===== config.mk =====
export PLATFORM = sky130hd
export DESIGN_NAME = udp_tx_pattern_gen
export DESIGN_NICKNAME = d
export VERILOG_FILES = /design/src/rtl/udp_tx_pattern_gen.sv
export SDC_FILE = /design/constraint.sdc
export NUM_CORES = 1
export LEC_CHECK = 0
export ABC_CLOCK_PERIOD_IN_PS = 4430
export BUFFER_PORTS_ARGS = -buffer_cell sky130_fd_sc_hd__buf_4
export CAP_MARGIN = 30
export CORE_MARGIN = 2
export CORE_UTILIZATION = 42
export DETAILED_ROUTE_END_ITERATION = 10
export GPL_TIMING_DRIVEN = 0
export MAX_ROUTING_LAYER = met4
export PLACE_DENSITY = 0.66
export SYNTH_ARGS = -nofsm -noshare
export SYNTH_HDL_FRONTEND = slang
export SYNTH_SLANG_ARGS = --single-unit

===== constraint.sdc =====
create_clock -name rgmii_clk -period 4.43 [get_ports rgmii_clk]
set_clock_uncertainty 0.15 [all_clocks]
set_input_delay 0.886 -clock rgmii_clk [delete_from_list [all_inputs] [get_ports rgmii_clk]]
set_output_delay 0.886 -clock rgmii_clk [all_outputs]
set_load 0.01 [all_outputs]

===== src/rtl/udp_tx_pattern_gen.sv =====
`default_nettype none
// +--------------------------------------------------------------------------+
// | Module      : udp_tx_pattern_gen                                         |
// | Description : UDP test-traffic source. Resolves the peer MAC via ARP,    |
// |               then emits one UDP payload of selectable length/pattern    |
// |               per PERIOD_CNT cycles, re-ARPing on a MAC cache miss.      |
// |               Optional burst mode under macro UDP_TX_BURST_EN.           |
// | Revision    : 1.0 - initial release                                      |
// +--------------------------------------------------------------------------+
module udp_tx_pattern_gen #(
   parameter int unsigned LEN_MAX     = 1472,
   parameter int unsigned PERIOD_CNT  = 125_000_000,
   parameter int unsigned ACK_TIMEOUT = 65535,
   parameter logic [7:0]  FILL_BYTE   = 8'h55
`ifdef UDP_TX_BURST_EN
   ,
   parameter int unsigned IFG_CNT     = 12
`endif
) (
   input  logic        rgmii_clk,
   input  logic        rstn,
   input  logic        enable,
   input  logic [15:0] payload_len,
   input  logic [1:0]  pattern_mode,
   output logic        arp_req,
   input  logic        arp_found,
   input  logic        mac_not_exist,
   input  logic        mac_send_end,
   output logic        app_data_request,
   input  logic        udp_send_ack,
   output logic        app_data_in_valid,
   output logic [7:0]  app_data_in,
   output logic [15:0] app_data_length,
   output logic [31:0] frame_cnt,
   output logic [15:0] err_cnt,
`ifdef UDP_TX_BURST_EN
   input  logic [7:0]  burst_len,
`endif
   output logic        busy
);

   typedef enum logic [3:0] {
      S_IDLE     = 4'd0,
      S_ARP_REQ  = 4'd1,
      S_ARP_SEND = 4'd2,
      S_ARP_WAIT = 4'd3,
      S_GAP      = 4'd4,
      S_CHECK    = 4'd5,
      S_GEN_REQ  = 4'd6,
      S_WRITE    = 4'd7,
      S_TX_WAIT  = 4'd8,
      S_IFG      = 4'd9
   } state_t;

   localparam logic [31:0] PERIOD_LAST = 32'(PERIOD_CNT - 1);
   localparam logic [31:0] ACK_LAST    = 32'(ACK_TIMEOUT - 1);
   localparam logic [15:0] LEN_LIMIT   = 16'(LEN_MAX);
`ifdef UDP_TX_BURST_EN
   localparam logic [31:0] IFG_LAST    = 32'(IFG_CNT - 1);
`endif

   state_t      state_q, state_d;
   logic [31:0] wait_cnt_q, wait_cnt_d;
   logic [31:0] tmo_cnt_q, tmo_cnt_d;
   logic [15:0] len_q, len_d;
   logic [1:0]  mode_q, mode_d;
   logic [15:0] idx_q, idx_d;
   logic [7:0]  prbs_q, prbs_d;
   logic [31:0] frame_cnt_q, frame_cnt_d;
   logic [15:0] err_cnt_q, err_cnt_d;
   logic        tmo_hit;
   logic        err_inc;
   logic        tx_done;
`ifdef UDP_TX_BURST_EN
   logic [7:0]  burst_cnt_q, burst_cnt_d;
   logic [8:0]  burst_goal;
`endif

   // Advance the x^8+x^6+x^5+x^4+1 Fibonacci LFSR by one byte (8 shifts)
   function automatic logic [7:0] prbs_adv8(input logic [7:0] s);
      logic [7:0] r;
      r = s;
      for (int k = 0; k < 8; k++) begin
         r = {r[6:0], r[7] ^ r[5] ^ r[4] ^ r[3]};
      end
      return r;
   endfunction

   assign tmo_hit = (tmo_cnt_q == ACK_LAST);
`ifdef UDP_TX_BURST_EN
   assign burst_goal = (burst_len == 8'd0) ? 9'd1 : {1'b0, burst_len};
`endif

   // Next-state logic and per-frame bookkeeping
   always_comb begin
      state_d     = state_q;
      err_inc     = 1'b0;
      tx_done     = 1'b0;
      frame_cnt_d = frame_cnt_q;
      case (state_q)
         S_IDLE:     if (enable) state_d = S_ARP_REQ;
         S_ARP_REQ:  state_d = S_ARP_SEND;
         S_ARP_SEND: begin
            if (mac_send_end) begin
               state_d = S_ARP_WAIT;
            end else if (tmo_hit) begin
               err_inc = 1'b1;
               state_d = S_ARP_REQ;
            end
         end
         S_ARP_WAIT: begin
            if (arp_found)                       state_d = S_GAP;
            else if (wait_cnt_q == PERIOD_LAST)  state_d = S_ARP_REQ;
         end
         S_GAP: begin
            if (!enable)                         state_d = S_IDLE;
            else if (wait_cnt_q == PERIOD_LAST)  state_d = S_CHECK;
         end
         S_CHECK:    state_d = mac_not_exist ? S_ARP_REQ : S_GEN_REQ;
         S_GEN_REQ: begin
            if (udp_send_ack) begin
               state_d = S_WRITE;
            end else if (tmo_hit) begin
               err_inc = 1'b1;
               state_d = S_CHECK;
            end
         end
         S_WRITE:    if (idx_q == len_q - 16'd1) state_d = S_TX_WAIT;
         S_TX_WAIT: begin
            if (mac_send_end) begin
               frame_cnt_d = frame_cnt_q + 32'd1;
               tx_done     = 1'b1;
            end else if (tmo_hit) begin
               err_inc = 1'b1;
               tx_done = 1'b1;
            end
`ifdef UDP_TX_BURST_EN
            if (tx_done) begin
               state_d = (({1'b0, burst_cnt_q} + 9'd1) < burst_goal) ? S_IFG : S_GAP;
            end
`else
            if (tx_done) state_d = S_GAP;
`endif
         end
`ifdef UDP_TX_BURST_EN
         S_IFG:      if (wait_cnt_q == IFG_LAST) state_d = S_CHECK;
`endif
         default:    state_d = S_IDLE;
      endcase

      err_cnt_d = (err_inc && err_cnt_q != 16'hFFFF) ? err_cnt_q + 16'd1 : err_cnt_q;

      // Both counters restart on every state change
      wait_cnt_d = wait_cnt_q;
      tmo_cnt_d  = tmo_cnt_q;
      if (state_d != state_q) begin
         wait_cnt_d = 32'd0;
         tmo_cnt_d  = 32'd0;
      end else begin
         if (state_q == S_IDLE || state_q == S_ARP_WAIT || state_q == S_GAP || state_q == S_IFG)
            wait_cnt_d = wait_cnt_q + 32'd1;
         if (state_q == S_ARP_SEND || state_q == S_GEN_REQ || state_q == S_TX_WAIT)
            tmo_cnt_d = tmo_cnt_q + 32'd1;
      end

      // Length and pattern are captured only when GEN_REQ is entered
      len_d  = len_q;
      mode_d = mode_q;
      if (state_d == S_GEN_REQ && state_q != S_GEN_REQ) begin
         if (payload_len == 16'd0)          len_d = 16'd1;
         else if (payload_len > LEN_LIMIT)  len_d = LEN_LIMIT;
         else                               len_d = payload_len;
         mode_d = pattern_mode;
      end

      // Byte index and PRBS state run only while streaming; reseeded otherwise
      idx_d  = (state_q == S_WRITE) ? idx_q + 16'd1 : 16'd0;
      prbs_d = (state_q == S_WRITE) ? prbs_adv8(prbs_q) : 8'hFF;

`ifdef UDP_TX_BURST_EN
      burst_cnt_d = burst_cnt_q;
      if (state_d == S_GAP && state_q != S_GAP) burst_cnt_d = 8'd0;
      else if (tx_done)                         burst_cnt_d = burst_cnt_q + 8'd1;
`endif
   end

   // State and counter registers
   always_ff @(posedge rgmii_clk or negedge rstn) begin
      if (!rstn) begin
         state_q     <= S_IDLE;
         wait_cnt_q  <= 32'd0;
         tmo_cnt_q   <= 32'd0;
         len_q       <= 16'd0;
         mode_q      <= 2'd0;
         idx_q       <= 16'd0;
         prbs_q      <= 8'hFF;
         frame_cnt_q <= 32'd0;
         err_cnt_q   <= 16'd0;
`ifdef UDP_TX_BURST_EN
         burst_cnt_q <= 8'd0;
`endif
      end else begin
         state_q     <= state_d;
         wait_cnt_q  <= wait_cnt_d;
         tmo_cnt_q   <= tmo_cnt_d;
         len_q       <= len_d;
         mode_q      <= mode_d;
         idx_q       <= idx_d;
         prbs_q      <= prbs_d;
         frame_cnt_q <= frame_cnt_d;
         err_cnt_q   <= err_cnt_d;
`ifdef UDP_TX_BURST_EN
         burst_cnt_q <= burst_cnt_d;
`endif
      end
   end

   // Payload byte selection for the current index
   always_comb begin
      app_data_in = 8'd0;
      if (state_q == S_WRITE) begin
         case (mode_q)
            2'd0: app_data_in = idx_q[7:0];
            2'd1: app_data_in = FILL_BYTE;
            2'd2: begin
               if (idx_q < 16'd4) begin
                  case (idx_q[1:0])
                     2'd0:    app_data_in = frame_cnt_q[31:24];
                     2'd1:    app_data_in = frame_cnt_q[23:16];
                     2'd2:    app_data_in = frame_cnt_q[15:8];
                     default: app_data_in = frame_cnt_q[7:0];
                  endcase
               end else begin
                  app_data_in = idx_q[7:0] - 8'd4;
               end
            end
            default: app_data_in = prbs_q;
         endcase
      end
   end

   assign arp_req           = (state_q == S_ARP_REQ);
   assign app_data_request  = (state_q == S_GEN_REQ);
   assign app_data_in_valid = (state_q == S_WRITE);
   assign app_data_length   = len_q;
   assign frame_cnt         = frame_cnt_q;
   assign err_cnt           = err_cnt_q;
   assign busy              = (state_q != S_IDLE);

endmodule
`default_nettype wire


==> results of run 1 <==
-- sequential cells by signal, indices dropped and copies added, names as in the netlist --
name	flops
prbs_q	8
wait_cnt_q	32
mode_q	2
tmo_cnt_q	32
app_data_length	16
idx_q	16
err_cnt	16
state_q	4
frame_cnt	32
-- power breakdown --
group	internal, W	total, W	switching [W]
logic	0.0000189	0.0000558	0.0000369
registers	0.00144	0.00144	0
clock network	0.000963	0.00157	0.000612
-- metrics by stage --
| stage | total power [W] | instances | utilization |
|---|---|---|---|
| global placement | 0.00152 | 1318 | 0.478 |
| finish | 0.00307 | 1350 | 0.509 |
| floorplan | 0.00147 | 943 | - |
| detailed placement | 0.00153 | 1319 | 0.479 |
| global route | 0.00317 | 1350 | 0.509 |
| CTS | 0.00312 | 1350 | 0.509 |
-- worst max-delay path by stage --
stage                                end  slack, ns                      startpoint  cells past startpoint
3_3_place_gp   tmo_cnt_q[15]$_DFFE_PN0P_       0.80  app_data_length[0]$_DFFE_PN0P_                     12
4_1_cts                   app_data_in[0]       0.37              idx_q[2]$_DFF_PN0_                     11
6_report                  app_data_in[0]       0.33              idx_q[2]$_DFF_PN0_                     11
2_1_floorplan             app_data_in[0]       1.28              idx_q[2]$_DFF_PN0_                     10
5_1_grt                   app_data_in[0]       0.12              idx_q[2]$_DFF_PN0_                     11
3_5_place_dp   tmo_cnt_q[21]$_DFFE_PN0P_       0.79  app_data_length[0]$_DFFE_PN0P_                     12
-- cell families after synthesis --
kind of cell / after synthesis / share of synthesized area
muxes: 16 / 0.0187
and+or+nand+nor: 369 / 0.218
DFF: 158 / 0.446
adders and majority gates: 12 / 0.0169
buffers and inverters: 76 / 0.0368
xor gates and xnor gates: 160 / 0.158
AOI/OAI and AO/OA: 152 / 0.105
-- layout by cell type, fill, tap and decap left out, types with 9 or more instances in the layout --
cell type	instances
dfrtp_1	150
buf_4	100
xnor2_1	93
nand2_1	79
a21oi_1	70
nor2_1	69
xor2_1	67
nand3_1	54
nand4_1	39
inv_1	29
clkbuf_1	29
nor3_1	29
o21ai_0	29
and3_1	22
clkbuf_16	17
nor4_1	14
buf_2	12
ha_1	12
mux2i_1	11
a31oi_1	9
and2_1	9
-- layout make-up --
cell class	instances	area (sq um)	share of cell area
buffer	47	218	0.0205
clock buffer	19	443	0.0416
clock inverter	12	185	0.0174
inverter	29	109	0.0102
multi-input combinational	709	4590	0.431
sequential	158	3960	0.373
tap	275	344	0.0323
timing repair buffer	101	786	0.0739
-- metal layers --
layer	track usage	wire (microns)
met1	0.275	9940
met3	0.0327	871
met4	0.0500	226
met2	0.309	10200
met5	-	0
-- cell usage after synthesis, types with 3 or more instances --
cell      instances  area, sq um
nand2_1          79          297
buf_2            12         60.1
and4_1            7         61.3
and3_1           22          138
ha_1             12          150
mux2_2            5         56.3
nand3_1          54          270
and2_1            9         56.3
buf_1             3         11.3
a222oi_1          8         80.1
dfstp_2           8          210
dfrtp_1         150         3750
or3_1             4         25.0
nor4_1           14         87.6
nand2b_1          4         25.0
nand4b_1          3         26.3
xor2_1           67          587
nand4_1          39          244
a22o_1            5         43.8
nor4b_1           7         61.3
mux2i_1          11          110
a21oi_1          70          350
o21ai_0          29          145
inv_1            29          109
nor3_1           29          145
a31oi_1           9         56.3
clkbuf_1         28          105
nor2b_1           6         37.5
xnor2_1          93          815
o211ai_1          5         37.5
or4_1             7         52.6
a22oi_1           4         30.0
buf_6             3         33.8
nor2_1           69          259
==> flow_metrics.py, run 1 <==
metrics = {
    "synth": {
        "yosys_register_bits": 158,
        "synth_area_sq_um": 8880,
        "synthDistinctLibCells": 66,
        "async_reset_ff_frac": 1.00,
        "synth_enable_flop_cells": 0,
        "syn_inst": 943,
        "yosysSeqAreaShare": 0.446,
        "yosys_warnings": 0,
        "synth_nets": 980,
        "synth_top_flop_cell": "dfrtp_1",
        "syn-mean-instance-area_sq_um": 9.42,
    },
    "floorplan": {
        "die_h_microns": 149,
        "io_pins": 101,
        "rows": 53,
        "dieArea_sq_um": 22300,
        "initial_core_util": 0.425,
        "die_w_microns": 149,
        "core-area_sq_um": 20900,
    },
    "global_routing": {
        "grt-ovfl-total": 0,
        "grt_pass1_wl_microns": 35000,
        "grt_max_degree": 99,
        "gr-usage-all-layers": 0.200,
        "antenna_found_initial": 0,
        "grt_pass1_vias": 6842,
    },
    "sta": {
        "tns_ns": 0,
        "fmax_mhz": 244,
        "finalHoldViolCount": 0,
        "rsz0062_at_grt": "no",
        "drv_slew": 0,
        "worst_slew_pin_slew_ns": 0.952,
        "fin_crit_sh": 0.925,
        "holdWs_ns": 0.220,
        "setup_ws_ns": 0.331,
        "slew_headroom": 0.364,
        "finalSetupViolCount": 0,
        "finalCriticalPeriod_ns": 4.10,
    },
    "placement": {
        "place_congestion": 0.905,
        "hpwl_microns": 15300,
        "dp_slack_ns": 0.793,
        "placed_cell_area_sq_um": 10000,
        "io_buffers": 100,
    },
    "route": {
        "wl_microns": 21300,
        "postRouteAntennaNets": 0,
        "vias_per_cell": 5.41,
        "first_pass_iters": 5,
        "drt_iter0_markers": 436,
        "vias": 7310,
        "drc": 0,
        "wl_per_cell_microns": 15.8,
    },
    "final_layout": {
        "fin_area_sq_um": 10600,
        "nets": 1100,
        "fillers": 1995,
        "syn_to_final_growth_pct": 19.8,
        "drive_gt1_frac": 0.159,
        "n_antenna_cell": 0,
    },
    "outcome": {
        "status": "completed",
    },
    "pwr": {
        "p_leak_nw": 4.61,
        "power_density_nw_per_um2": 289,
        "irDropWorstVdd_uv": 186,
    },
    "clock_network": {
        "clock_latency_ns": 0.42,
        "post_cts_buffers": 0,
        "cts.path.max_buffers": 2,
        "cts_root_buf": "clkbuf_16",
        "cts_resized": 0,
        "clkSinkCount": 158,
        "holdBufCountCts": 0,
        "cts_tree": "built",
        "htreeDepth": 4,
        "clk_pin_slew_worst_paths_ns": 0.07,
        "cts_buffers": 17,
    },
    "critical_path": {
        "critPathKind": "reg -> out",
        "rrSetupSlack_ns": 0.76,
        "worst-r2r-cell-count": 12,
        "critPathTopFamily": "buffers and inverters",
        "slowest_stage": "clkbuf_1",
        "worstSetupStartpointType": "flop",
        "max_stage_delay_ns": 0.43,
        "cp_cell_sequence": "clkbuf_1 > inv_1 > ha_1 > nor2b_1 > nand4_1 > clkbuf_1 > nand2_1 > o211ai_1 > o21ai_0 > a221oi_1 > buf_4",
        "reg2reg_from": "app_data_length[0]$_DFFE_PN0P_",
        "cp_data_required_time_ns": 3.39,
        "cp_common_cell": "clkbuf_1",
        "cp_num_buf_inv": 4,
        "path_max_fanout": 10,
        "worstPathArrival_ns": 3.06,
        "r2r-end": "tmo_cnt_q[21]$_DFFE_PN0P_",
        "critPathCaptureType": "primary output",
    },
    "min_path": {
        "hp-class": "in -> async",
    },
    "job": {
        "maxCapViolCount": 0,
    },
}
Note: power is estimated with default switching activity, not from simulation.
==> inputs of run 2 (changes only) <==
--- a/config.mk
+++ b/config.mk
@@ -11,7 +11,7 @@
 export CORE_MARGIN = 2
 export CORE_UTILIZATION = 42
 export DETAILED_ROUTE_END_ITERATION = 10
-export GPL_TIMING_DRIVEN = 0
+export GPL_TIMING_DRIVEN = 1
 export MAX_ROUTING_LAYER = met4
 export PLACE_DENSITY = 0.66
 export SYNTH_ARGS = -nofsm -noshare
==> flow_metrics.py, run 2 (synthesized netlist as in run 1, its figures left out) <==
metrics = {
    "global_routing": {
        "grt_pass1_wl_microns": 34300,
        "grt-ovfl-total": 0,
        "grt_pass1_vias": 6834,
        "gr-usage-all-layers": 0.195,
        "grt_max_degree": 98,
        "antenna_found_initial": 0,
    },
    "pwr": {
        "irDropWorstVdd_uv": 233,
        "p_comb_frac": 0.018,
        "p_leak_nw": 4.51,
        "pwr-share-seq": 0.487,
        "power_switching_share": 0.208,
        "fin_total_pwr_w": 0.00296,
        "p_clk_frac": 0.495,
        "power_density_nw_per_um2": 284,
        "intPower_w": 0.00235,
        "p_sw_w": 0.000617,
    },
    "route": {
        "wl_per_cell_microns": 15.8,
        "wl_microns": 20700,
        "drc": 0,
        "first_pass_iters": 7,
        "vias_per_cell": 5.44,
        "postRouteAntennaNets": 0,
        "vias": 7115,
        "drt_iter0_markers": 401,
    },
    "floorplan": {
        "dieArea_sq_um": 22300,
        "die_h_microns": 149,
        "core-area_sq_um": 20900,
        "die_w_microns": 149,
        "rows": 53,
        "io_pins": 101,
        "initial_core_util": 0.425,
    },
    "clock_network": {
        "cts_resized": 0,
        "htreeDepth": 4,
        "cts_root_buf": "clkbuf_16",
        "cts_buffers": 17,
        "cts.path.max_buffers": 2,
        "clock_latency_ns": 0.43,
        "post_cts_buffers": 0,
        "clkSinkCount": 158,
        "clk_pin_slew_worst_paths_ns": 0.06,
        "holdBufCountCts": 0,
        "cts_tree": "built",
    },
    "critical_path": {
        "critPathCaptureType": "primary output",
        "worstPathArrival_ns": 2.74,
        "worstSetupStartpointType": "flop",
        "cp_data_required_time_ns": 3.39,
        "path_max_fanout": 12,
        "rrSetupSlack_ns": 0.92,
        "critPathKind": "reg -> out",
    },
    "sta": {
        "finalCriticalPeriod_ns": 3.78,
        "rsz0062_at_grt": "no",
        "fin_crit_sh": 0.852,
        "fmax_mhz": 265,
        "finalHoldViolCount": 0,
        "finalSetupViolCount": 0,
        "setup_ws_ns": 0.654,
        "worst_slew_pin_slew_ns": 0.866,
        "drv_slew": 0,
        "slew_headroom": 0.421,
        "tns_ns": 0,
        "holdWs_ns": 0.282,
    },
    "placement": {
        "place_congestion": 0.867,
        "placed_cell_area_sq_um": 9850,
        "io_buffers": 100,
        "hpwl_microns": 14400,
        "dp_slack_ns": 0.937,
    },
    "job": {
        "maxCapViolCount": 0,
    },
    "min_path": {
        "hp-class": "in -> async",
    },
    "final_layout": {
        "syn_to_final_growth_pct": 17.5,
        "fillers": 1950,
        "fin_area_sq_um": 10400,
        "final_cell_mix": "dfrtp_1 (150), buf_4 (102), xnor2_1 (93), nand2_1 (79), a21oi_1 (70)",
        "drive_gt1_frac": 0.153,
        "nets": 1058,
        "final_common_cell": "dfrtp_1",
        "n_antenna_cell": 0,
    },
    "outcome": {
        "status": "completed",
    },
}
## run 2: worst max-delay path: stages, from the launching register on
cell and delay [ns]:
dfrtp_1 0.52, inv_1 0.13, ha_1 0.21, nor2b_1 0.14, nand4_1 0.40, o211ai_1 0.30, o21ai_0 0.11, a221oi_1 0.31
buf_4 0.19
## run 2: layer usage
layer | wire length (microns) | global-route usage | vias to the layer above
met4 | 286 | 0.0524 | 0
met2 | 9780 | 0.297 | 134
met5 | 0 | - | -
li1 | - | - | 3506
met3 | 831 | 0.0401 | 25
met1 | 9800 | 0.264 | 3450
## run 2: through the flow
stage               instances  utilization
detailed placement       1277        0.472
floorplan                 943            -
global route             1309        0.500
global placement         1277        0.472
finish                   1309        0.500
CTS                      1309        0.500
## run 2: final timing paths
check,to,depth (start not counted),start
max,app_data_in[0],8,idx_q[2]$_DFF_PN0_
min,err_cnt[5]$_DFFE_PN0P_,1,rstn
max reg2reg,state_q[0]$_DFF_PN0_,10,app_data_length[0]$_DFFE_PN0P_
min reg2reg,err_cnt[5]$_DFFE_PN0P_,1,err_cnt[5]$_DFFE_PN0P_
max in group asynchronous,state_q[3]$_DFF_PN0_,2,rstn
min in group rgmii_clk,err_cnt[5]$_DFFE_PN0P_,1,err_cnt[5]$_DFFE_PN0P_
## run 2: cell type report
type | instances | area, sq um | share of cell area
Multi-Input combinational cell | 709 | 4600 | 0.441
Timing Repair Buffer | 106 | 837 | 0.0802
Inverter | 29 | 109 | 0.0104
Tap cell | 275 | 344 | 0.0330
Clock buffer | 22 | 444 | 0.0426
Clock inverter | 10 | 141 | 0.0135
Sequential cell | 158 | 3960 | 0.380
## run 2: power by group through the flow
stage	Combinational [W]	Sequential, W	Clock [W]
detailed placement	0.0000559	0.00147	0
floorplan	0.00000413	0.00147	0
CTS	0.0000560	0.00144	0.00150
finish	0.0000537	0.00144	0.00147
global placement	0.0000562	0.00147	0
global route	0.0000621	0.00144	0.00155
